## src/rtl/mem_arbiter_if.sv

```systemverilog
`default_nettype none
// ============================================================================
//  Module   : mem_arbiter_if
//  Purpose  : Bundles the two cache requester ports, the shared memory port
//             and the grant status of mem_arbiter.
//  Ports    : i_*  instruction-cache requester (enable/write/addr/data/ack)
//             d_*  data-cache requester (same shape as i_*)
//             mem_* shared memory request/response
//             grant_o ownership status (00 idle, 01 instr, 10 data)
//  Modports : slave  - arbiter side
//             master - requester/memory environment side
//  Revision : 1.0  initial release
// ============================================================================
interface mem_arbiter_if #(
  parameter int ADDR_W = 32,
  parameter int DATA_W = 256
);
  logic              i_enable_i;
  logic              i_write_i;
  logic [ADDR_W-1:0] i_addr_i;
  logic [DATA_W-1:0] i_data_i;
  logic              i_ack_o;
  logic [DATA_W-1:0] i_data_o;

  logic              d_enable_i;
  logic              d_write_i;
  logic [ADDR_W-1:0] d_addr_i;
  logic [DATA_W-1:0] d_data_i;
  logic              d_ack_o;
  logic [DATA_W-1:0] d_data_o;

  logic              mem_enable_o;
  logic              mem_write_o;
  logic [ADDR_W-1:0] mem_addr_o;
  logic [DATA_W-1:0] mem_data_o;
  logic [DATA_W-1:0] mem_data_i;
  logic              mem_ack_i;

  logic [1:0]        grant_o;

  modport slave (
    input  i_enable_i, i_write_i, i_addr_i, i_data_i,
    output i_ack_o, i_data_o,
    input  d_enable_i, d_write_i, d_addr_i, d_data_i,
    output d_ack_o, d_data_o,
    output mem_enable_o, mem_write_o, mem_addr_o, mem_data_o,
    input  mem_data_i, mem_ack_i,
    output grant_o
  );

  modport master (
    output i_enable_i, i_write_i, i_addr_i, i_data_i,
    input  i_ack_o, i_data_o,
    output d_enable_i, d_write_i, d_addr_i, d_data_i,
    input  d_ack_o, d_data_o,
    input  mem_enable_o, mem_write_o, mem_addr_o, mem_data_o,
    output mem_data_i, mem_ack_i,
    input  grant_o
  );
endinterface
`default_nettype wire

```

## src/rtl/mem_arbiter.sv

```systemverilog
`default_nettype none
// ============================================================================
//  Module   : mem_arbiter
//  Purpose  : Two-requester (instruction cache / data cache) arbiter for a
//             single shared line-wide memory port. Ties alternate between the
//             requesters; the winner's request is captured on grant and held
//             until the memory acknowledges.
//  Ports    : clk_i  - single clock, rising edge
//             rst_i  - synchronous active-high reset
//             bus    - mem_arbiter_if.slave (requesters, memory, grant status)
//  Revision : 1.0  initial release
// ============================================================================
module mem_arbiter #(
  parameter int ADDR_W = 32,
  parameter int DATA_W = 256
) (
  input  logic           clk_i,
  input  logic           rst_i,
  mem_arbiter_if.slave   bus
);

  // State codes double as the grant status encoding.
  typedef enum logic [1:0] {
    IDLE   = 2'b00,
    BUSY_I = 2'b01,
    BUSY_D = 2'b10
  } state_e;

  state_e            state_q, state_d;
  logic              last_d_q, last_d_d;   // 1 = data cache served last
  logic              wr_q, wr_d;
  logic [ADDR_W-1:0] addr_q, addr_d;
  logic [DATA_W-1:0] data_q, data_d;
  logic              i_ack, d_ack;

  always_ff @(posedge clk_i) begin
    if (rst_i) begin
      state_q  <= IDLE;
      last_d_q <= 1'b0;
      wr_q     <= 1'b0;
      addr_q   <= '0;
      data_q   <= '0;
    end else begin
      state_q  <= state_d;
      last_d_q <= last_d_d;
      wr_q     <= wr_d;
      addr_q   <= addr_d;
      data_q   <= data_d;
    end
  end

  always_comb begin
    state_d  = state_q;
    last_d_d = last_d_q;
    wr_d     = wr_q;
    addr_d   = addr_q;
    data_d   = data_q;
    i_ack    = 1'b0;
    d_ack    = 1'b0;

    case (state_q)
      IDLE: begin
        // Data wins when alone, or on a tie when instruction was not the
        // previous... i.e. when data was not served last (last_d_q = 0).
        // mem_ack_i is deliberately ignored here.
        if (bus.d_enable_i && (!bus.i_enable_i || !last_d_q)) begin
          state_d = BUSY_D;
          wr_d    = bus.d_write_i;
          addr_d  = bus.d_addr_i;
          data_d  = bus.d_data_i;
        end else if (bus.i_enable_i) begin
          state_d = BUSY_I;
          wr_d    = bus.i_write_i;
          addr_d  = bus.i_addr_i;
          data_d  = bus.i_data_i;
        end
      end
      BUSY_I: begin
        // Enable is not re-checked: a dropped request still completes.
        if (bus.mem_ack_i) begin
          i_ack    = !rst_i;
          state_d  = IDLE;
          last_d_d = 1'b0;
        end
      end
      BUSY_D: begin
        if (bus.mem_ack_i) begin
          d_ack    = !rst_i;
          state_d  = IDLE;
          last_d_d = 1'b1;
        end
      end
      default: state_d = IDLE;
    endcase
  end

  assign bus.i_ack_o      = i_ack;
  assign bus.d_ack_o      = d_ack;
  assign bus.i_data_o     = bus.mem_data_i;
  assign bus.d_data_o     = bus.mem_data_i;
  assign bus.mem_enable_o = (state_q != IDLE);
  assign bus.mem_write_o  = wr_q;
  assign bus.mem_addr_o   = addr_q;
  assign bus.mem_data_o   = data_q;
  assign bus.grant_o      = state_q;

endmodule
`default_nettype wire
```

## src/flat_wrapper.sv

```systemverilog
// flat-port wrapper written by rule: the top's interface ports become plain ports
module mem_arbiter_flat 
#(
  parameter int ADDR_W = 32,
  parameter int DATA_W = 256
)
  (clk_i, rst_i, bus_i_enable_i, bus_i_write_i, bus_i_addr_i, bus_i_data_i, bus_i_ack_o, bus_i_data_o, bus_d_enable_i, bus_d_write_i, bus_d_addr_i, bus_d_data_i, bus_d_ack_o, bus_d_data_o, bus_mem_enable_o, bus_mem_write_o, bus_mem_addr_o, bus_mem_data_o, bus_mem_data_i, bus_mem_ack_i, bus_grant_o);
  mem_arbiter_if #(.ADDR_W(ADDR_W), .DATA_W(DATA_W)) bus_i ();
  input  logic clk_i;
  input  logic rst_i;
  input wire logic [$bits(bus_i.i_enable_i)-1:0] bus_i_enable_i;
  input wire logic [$bits(bus_i.i_write_i)-1:0] bus_i_write_i;
  input wire logic [$bits(bus_i.i_addr_i)-1:0] bus_i_addr_i;
  input wire logic [$bits(bus_i.i_data_i)-1:0] bus_i_data_i;
  output wire logic [$bits(bus_i.i_ack_o)-1:0] bus_i_ack_o;
  output wire logic [$bits(bus_i.i_data_o)-1:0] bus_i_data_o;
  input wire logic [$bits(bus_i.d_enable_i)-1:0] bus_d_enable_i;
  input wire logic [$bits(bus_i.d_write_i)-1:0] bus_d_write_i;
  input wire logic [$bits(bus_i.d_addr_i)-1:0] bus_d_addr_i;
  input wire logic [$bits(bus_i.d_data_i)-1:0] bus_d_data_i;
  output wire logic [$bits(bus_i.d_ack_o)-1:0] bus_d_ack_o;
  output wire logic [$bits(bus_i.d_data_o)-1:0] bus_d_data_o;
  output wire logic [$bits(bus_i.mem_enable_o)-1:0] bus_mem_enable_o;
  output wire logic [$bits(bus_i.mem_write_o)-1:0] bus_mem_write_o;
  output wire logic [$bits(bus_i.mem_addr_o)-1:0] bus_mem_addr_o;
  output wire logic [$bits(bus_i.mem_data_o)-1:0] bus_mem_data_o;
  input wire logic [$bits(bus_i.mem_data_i)-1:0] bus_mem_data_i;
  input wire logic [$bits(bus_i.mem_ack_i)-1:0] bus_mem_ack_i;
  output wire logic [$bits(bus_i.grant_o)-1:0] bus_grant_o;
  assign bus_i.i_enable_i = bus_i_enable_i;
  assign bus_i.i_write_i = bus_i_write_i;
  assign bus_i.i_addr_i = bus_i_addr_i;
  assign bus_i.i_data_i = bus_i_data_i;
  assign bus_i_ack_o = bus_i.i_ack_o;
  assign bus_i_data_o = bus_i.i_data_o;
  assign bus_i.d_enable_i = bus_d_enable_i;
  assign bus_i.d_write_i = bus_d_write_i;
  assign bus_i.d_addr_i = bus_d_addr_i;
  assign bus_i.d_data_i = bus_d_data_i;
  assign bus_d_ack_o = bus_i.d_ack_o;
  assign bus_d_data_o = bus_i.d_data_o;
  assign bus_mem_enable_o = bus_i.mem_enable_o;
  assign bus_mem_write_o = bus_i.mem_write_o;
  assign bus_mem_addr_o = bus_i.mem_addr_o;
  assign bus_mem_data_o = bus_i.mem_data_o;
  assign bus_i.mem_data_i = bus_mem_data_i;
  assign bus_i.mem_ack_i = bus_mem_ack_i;
  assign bus_grant_o = bus_i.grant_o;
  mem_arbiter #(.ADDR_W(ADDR_W), .DATA_W(DATA_W)) u_core (.clk_i(clk_i), .rst_i(rst_i), .bus(bus_i));
endmodule
```

## config.mk

```make
export PLATFORM = sky130hd
export DESIGN_NAME = mem_arbiter_flat
export DESIGN_NICKNAME = d
export VERILOG_FILES = /design/src/rtl/mem_arbiter_if.sv /design/src/rtl/mem_arbiter.sv /design/src/flat_wrapper.sv
export SDC_FILE = /design/constraint.sdc
export NUM_CORES = 1
export LEC_CHECK = 0
export BUFFER_PORTS_ARGS = -buffer_cell sky130_fd_sc_hd__buf_4
export CORE_AREA = 2 2 642 644
export CTS_CLUSTER_SIZE = 30
export DETAILED_ROUTE_END_ITERATION = 7
export DIE_AREA = 0 0 644 646
export GPL_TIMING_DRIVEN = 0
export PLACE_DENSITY_LB_ADDON = 0.25
export SYNTH_ARGS = -nofsm -noshare
export SYNTH_HDL_FRONTEND = slang
export SYNTH_SLANG_ARGS = --single-unit
```

## constraint.sdc

```tcl
create_clock -name clk_i -period 4.8 [get_ports clk_i]
set_input_delay 0.96 -clock clk_i [delete_from_list [all_inputs] [get_ports clk_i]]
set_output_delay 0.96 -clock clk_i [all_outputs]
set_load 0.02 [all_outputs]
```

==> flow_summary_export.csv <==
group,metric,value,unit
outcome,status,"finished, final reports clean",
yosys,yosysUniqueCellTypes,22,
global_route,grt_remaining_overflow,0,
clock_network,clock_latency,0.70,ns
hold_path,min_from,"u_core.bus.mem_data_o[225]",
yosys,synth.area.top_cells,"dfxtp_1 33%, buf_4 22%, a311oi_2 17%",
pwr,p_sw,4.769,mW
placed_design,gp_congestion,1.059,
global_route,grt_pass1_vias,21970,
yosys,synth-main-ff-cell,"dfxtp_1",
drt,routedWlPerCell,26.71,µm
yosys,ys_warn_count,0,
floorplan,floorplan.initialDensity,4.332,%
cells_and_area,area_growth,107.0,%
critical_path,reg2reg_from,"u_core.bus.grant_o[0]",
drt,vias_per_cell,2.364,
clock_network,ctsResizeCount,0,
critical_path,cp-end-kind,"output port",
pwr,p_clk_share,32.4,%
yosys,yosysSeqAreaShare,33.02,%
placed_design,place_worst_setup_slack,0.8359,ns
yosys,syn-num-nets,2991,
floorplan,io_pins,1645,
drt,initialDrtViolationCount,1091,
timing,slew_viol_final,0,
pwr,p_per_area,310.9,nW/µm²
global_route,grt_max_degree,14,
clock_network,cts_inserted_buffers,47,
critical_path,reg2reg_depth,8,
placed_design,io_buffers,1387,
clock_network,postCtsSetupRepairBufs,0,
yosys,synth_top_cell_by_area,"dfxtp_1",
critical_path,max_stage_delay,0.91,ns
drt,routed_wl,243500,µm
global_route,grt_pass1_wl,289300,µm
cells_and_area,finalNonFillerCells,9115,
hold_path,min_path_type,"flip-flop to flip-flop",
timing,fmax,276.3,MHz
critical_path,path_class,"input pin to output port",
cells_and_area,fin_area,36640,µm²
yosys,synth_commonest_cells,"578 x nand2_1, 516 x buf_4, 292 x dfxtp_1",
drt,post-route-drc-count,0,
timing,period_minus_slack,3.620,ns
drt,dr.pass1.iters,5,
floorplan,core_area,408700,µm²
critical_path,r2r_end,"u_core.bus.mem_data_o[197]",
drt,num_vias,21550,
clock_network,path_clk_slew,0.06,ns
placed_design,place_area,34960,µm²
timing,rsz0062_at_grt,"no",
run,cap_violations,0,
critical_path,crit_arrival,2.66,ns
global_route,antenna_found_initial,99,
critical_path,crit_start,"rst_i",
yosys,syn_area_per_cell,8.242,µm²
timing,period_share,75.41,%
floorplan,dieArea,416000,µm²
critical_path,path_cells,"buf_2 > clkbuf_1 > nor3b_1 > buf_4",
critical_path,required,3.84,ns
cells_and_area,final_nets,4428,
pwr,swShare,41.86,%
critical_path,crit_slowest_cell,"clkbuf_1",
clock_network,clock_path_buffers,3,
timing,setup_violations,0,
timing,clock-skew-final,0.04254,ns
yosys,synth_area,17700,µm²
clock_network,cts_tree,"built",
critical_path,critPathMaxFanout,10,
pwr,p_leak,15.49,nW
clock_network,cts_root_buffer,"clkbuf_16",
timing,max-slew-margin-rel,9.336,%
critical_path,reg2reg_setup_slack,2.12,ns
floorplan,rows,235,
pwr,ir_drop,0.2670,mV
clock_network,cts_sinks,292,
clock_network,cts_hold_buf,0,
cells_and_area,drive_above_1_share,63.50,%
drt,postRouteAntennaNets,0,
clock_network,ctsHtreeMaxLevel,2,
critical_path,start_kind,"input pin",
timing,final-hold-violation-count,0,
placed_design,place_inst,8987,
yosys,synth_most_common_cell,"nand2_1",
timing,tightest_slew,1.360,ns
pwr,p_int,6.623,mW
placed_design,dp_hpwl,221600,µm
floorplan,dieWidth,644,µm
yosys,synthCells,2148,
pwr,seqPwrFrac,26.5,%
pwr,power_frac_comb,41.1,%
global_route,grt_util_all_layers,11.15,%
critical_path,timing.critical_path.to,"bus_i_ack_o",
yosys,synth-async-reset-ratio,0,%
yosys,synth_edf_count,0,
floorplan,die_y,646,µm
yosys,synth_top_area_share,33.02,%
yosys,ys_seq_elements,292,
timing,setup_ws,1.180,ns
registers in the layout (all words and copies together), names as in the netlist:
register	cells
u_core.bus.grant_o	2
u_core.bus.mem_addr_o	32
u_core.bus.mem_data_o	256
u_core.bus.mem_write_o	1
u_core.last_d_q	1
stage by stage:
| stage | power (mW) | hold slack (ns) | util (%) | TNS (ns) |
|---|---|---|---|---|
| 4_1_cts | 11.85 | 0.4103 | 8.940 | 0 |
| 3_5_place_dp | 7.986 | 0.4933 | 8.554 | 0 |
| 5_1_grt | 12.04 | 0.4634 | 8.960 | 0 |
| 2_1_floorplan | 5.111 | 0.4850 | - | 0 |
| 3_3_place_gp | 7.983 | 0.4907 | 8.548 | -0.7289 |
| 6_report | 11.39 | 0.4992 | 8.966 | 0 |
final cells by class:
type                            instances  area, µm²
Clock inverter                         13      171.4
Inverter                                4      15.01
Clock buffer                           73       1404
Multi-Input combinational cell       1178       7203
Sequential cell                       292       5846
Fill cell                           47970     372100
Antenna cell                           42      105.1
Buffer                                674       4646
Timing Repair Buffer                 1388      10430
Tap cell                             5451       6820
routing by layer:
metal / wire length, µm / track usage (%)
met5: 294 / 0
met4: 7875 / 3.564
met3: 26080 / 5.343
met2: 128900 / 20.95
met1: 80280 / 10.55
power groups by stage:
| stage | registers [mW] | clock network, mW | logic (mW) |
|---|---|---|---|
| after floorplan | 3.39 | 0 | 1.72 |
| after global placement | 3.07 | 0 | 4.92 |
| after detailed placement | 3.07 | 0 | 4.91 |
| after CTS | 3.03 | 3.90 | 4.92 |
| after global routing | 3.06 | 3.94 | 5.04 |
| final | 3.02 | 3.69 | 4.68 |
how the worst min path moves through the flow:
stage | to | slack [ns] | depth (start not counted)
floorplan | u_core.last_d_q | 0.48 | 2
global placement | u_core.bus.mem_data_o[3] | 0.49 | 2
detailed placement | u_core.bus.mem_data_o[225] | 0.49 | 2
CTS | u_core.bus.mem_data_o[133] | 0.41 | 3
global route | u_core.bus.mem_data_o[10] | 0.46 | 3
finish | u_core.bus.mem_data_o[225] | 0.50 | 2
critical path: cells and delay by family:
kind          cells  cell delay, ns
buf+inv           3            1.50
simple gates      1            0.15
layout by cell type (no fill, tap or decap):
cell	count
a21bo_2	1
clkinv_16	1
clkbuf_16	47
dfxtp_1	292
clkinv_4	1
buf_4	1903
nor2_1	289
clkinvlp_4	2
clkinv_8	1
clkbuf_8	13
nand2_1	578
nor2b_1	2
a21oi_1	3
and3b_1	1
a21boi_2	1
ha_1	4
a311oi_1	89
clkbuf_1	50
clkbuf_2	4
o21a_1	1
inv_1	4
nand2b_1	1
bufinv_16	2
clkbuf_4	1
a311oi_2	200
inv_6	3
o21ai_0	4
buf_6	4
nor3b_1	2
clkinv_2	3
nand3_1	2
diode_2	42
buf_12	1
buf_2	112
cell families (layout without fill, tap and decap cells):
kind of cell	count (synthesis)	after routing	synth area share (%)
flops	292	292	33.02
buf+inv	678	2152	26.30
fa+ha+maj	4	4	0.2827
compound gates	299	299	21.72
simple gates	875	875	18.68
other cells	0	42	0
No activity file was read; power rests on OpenSTA's default activity.
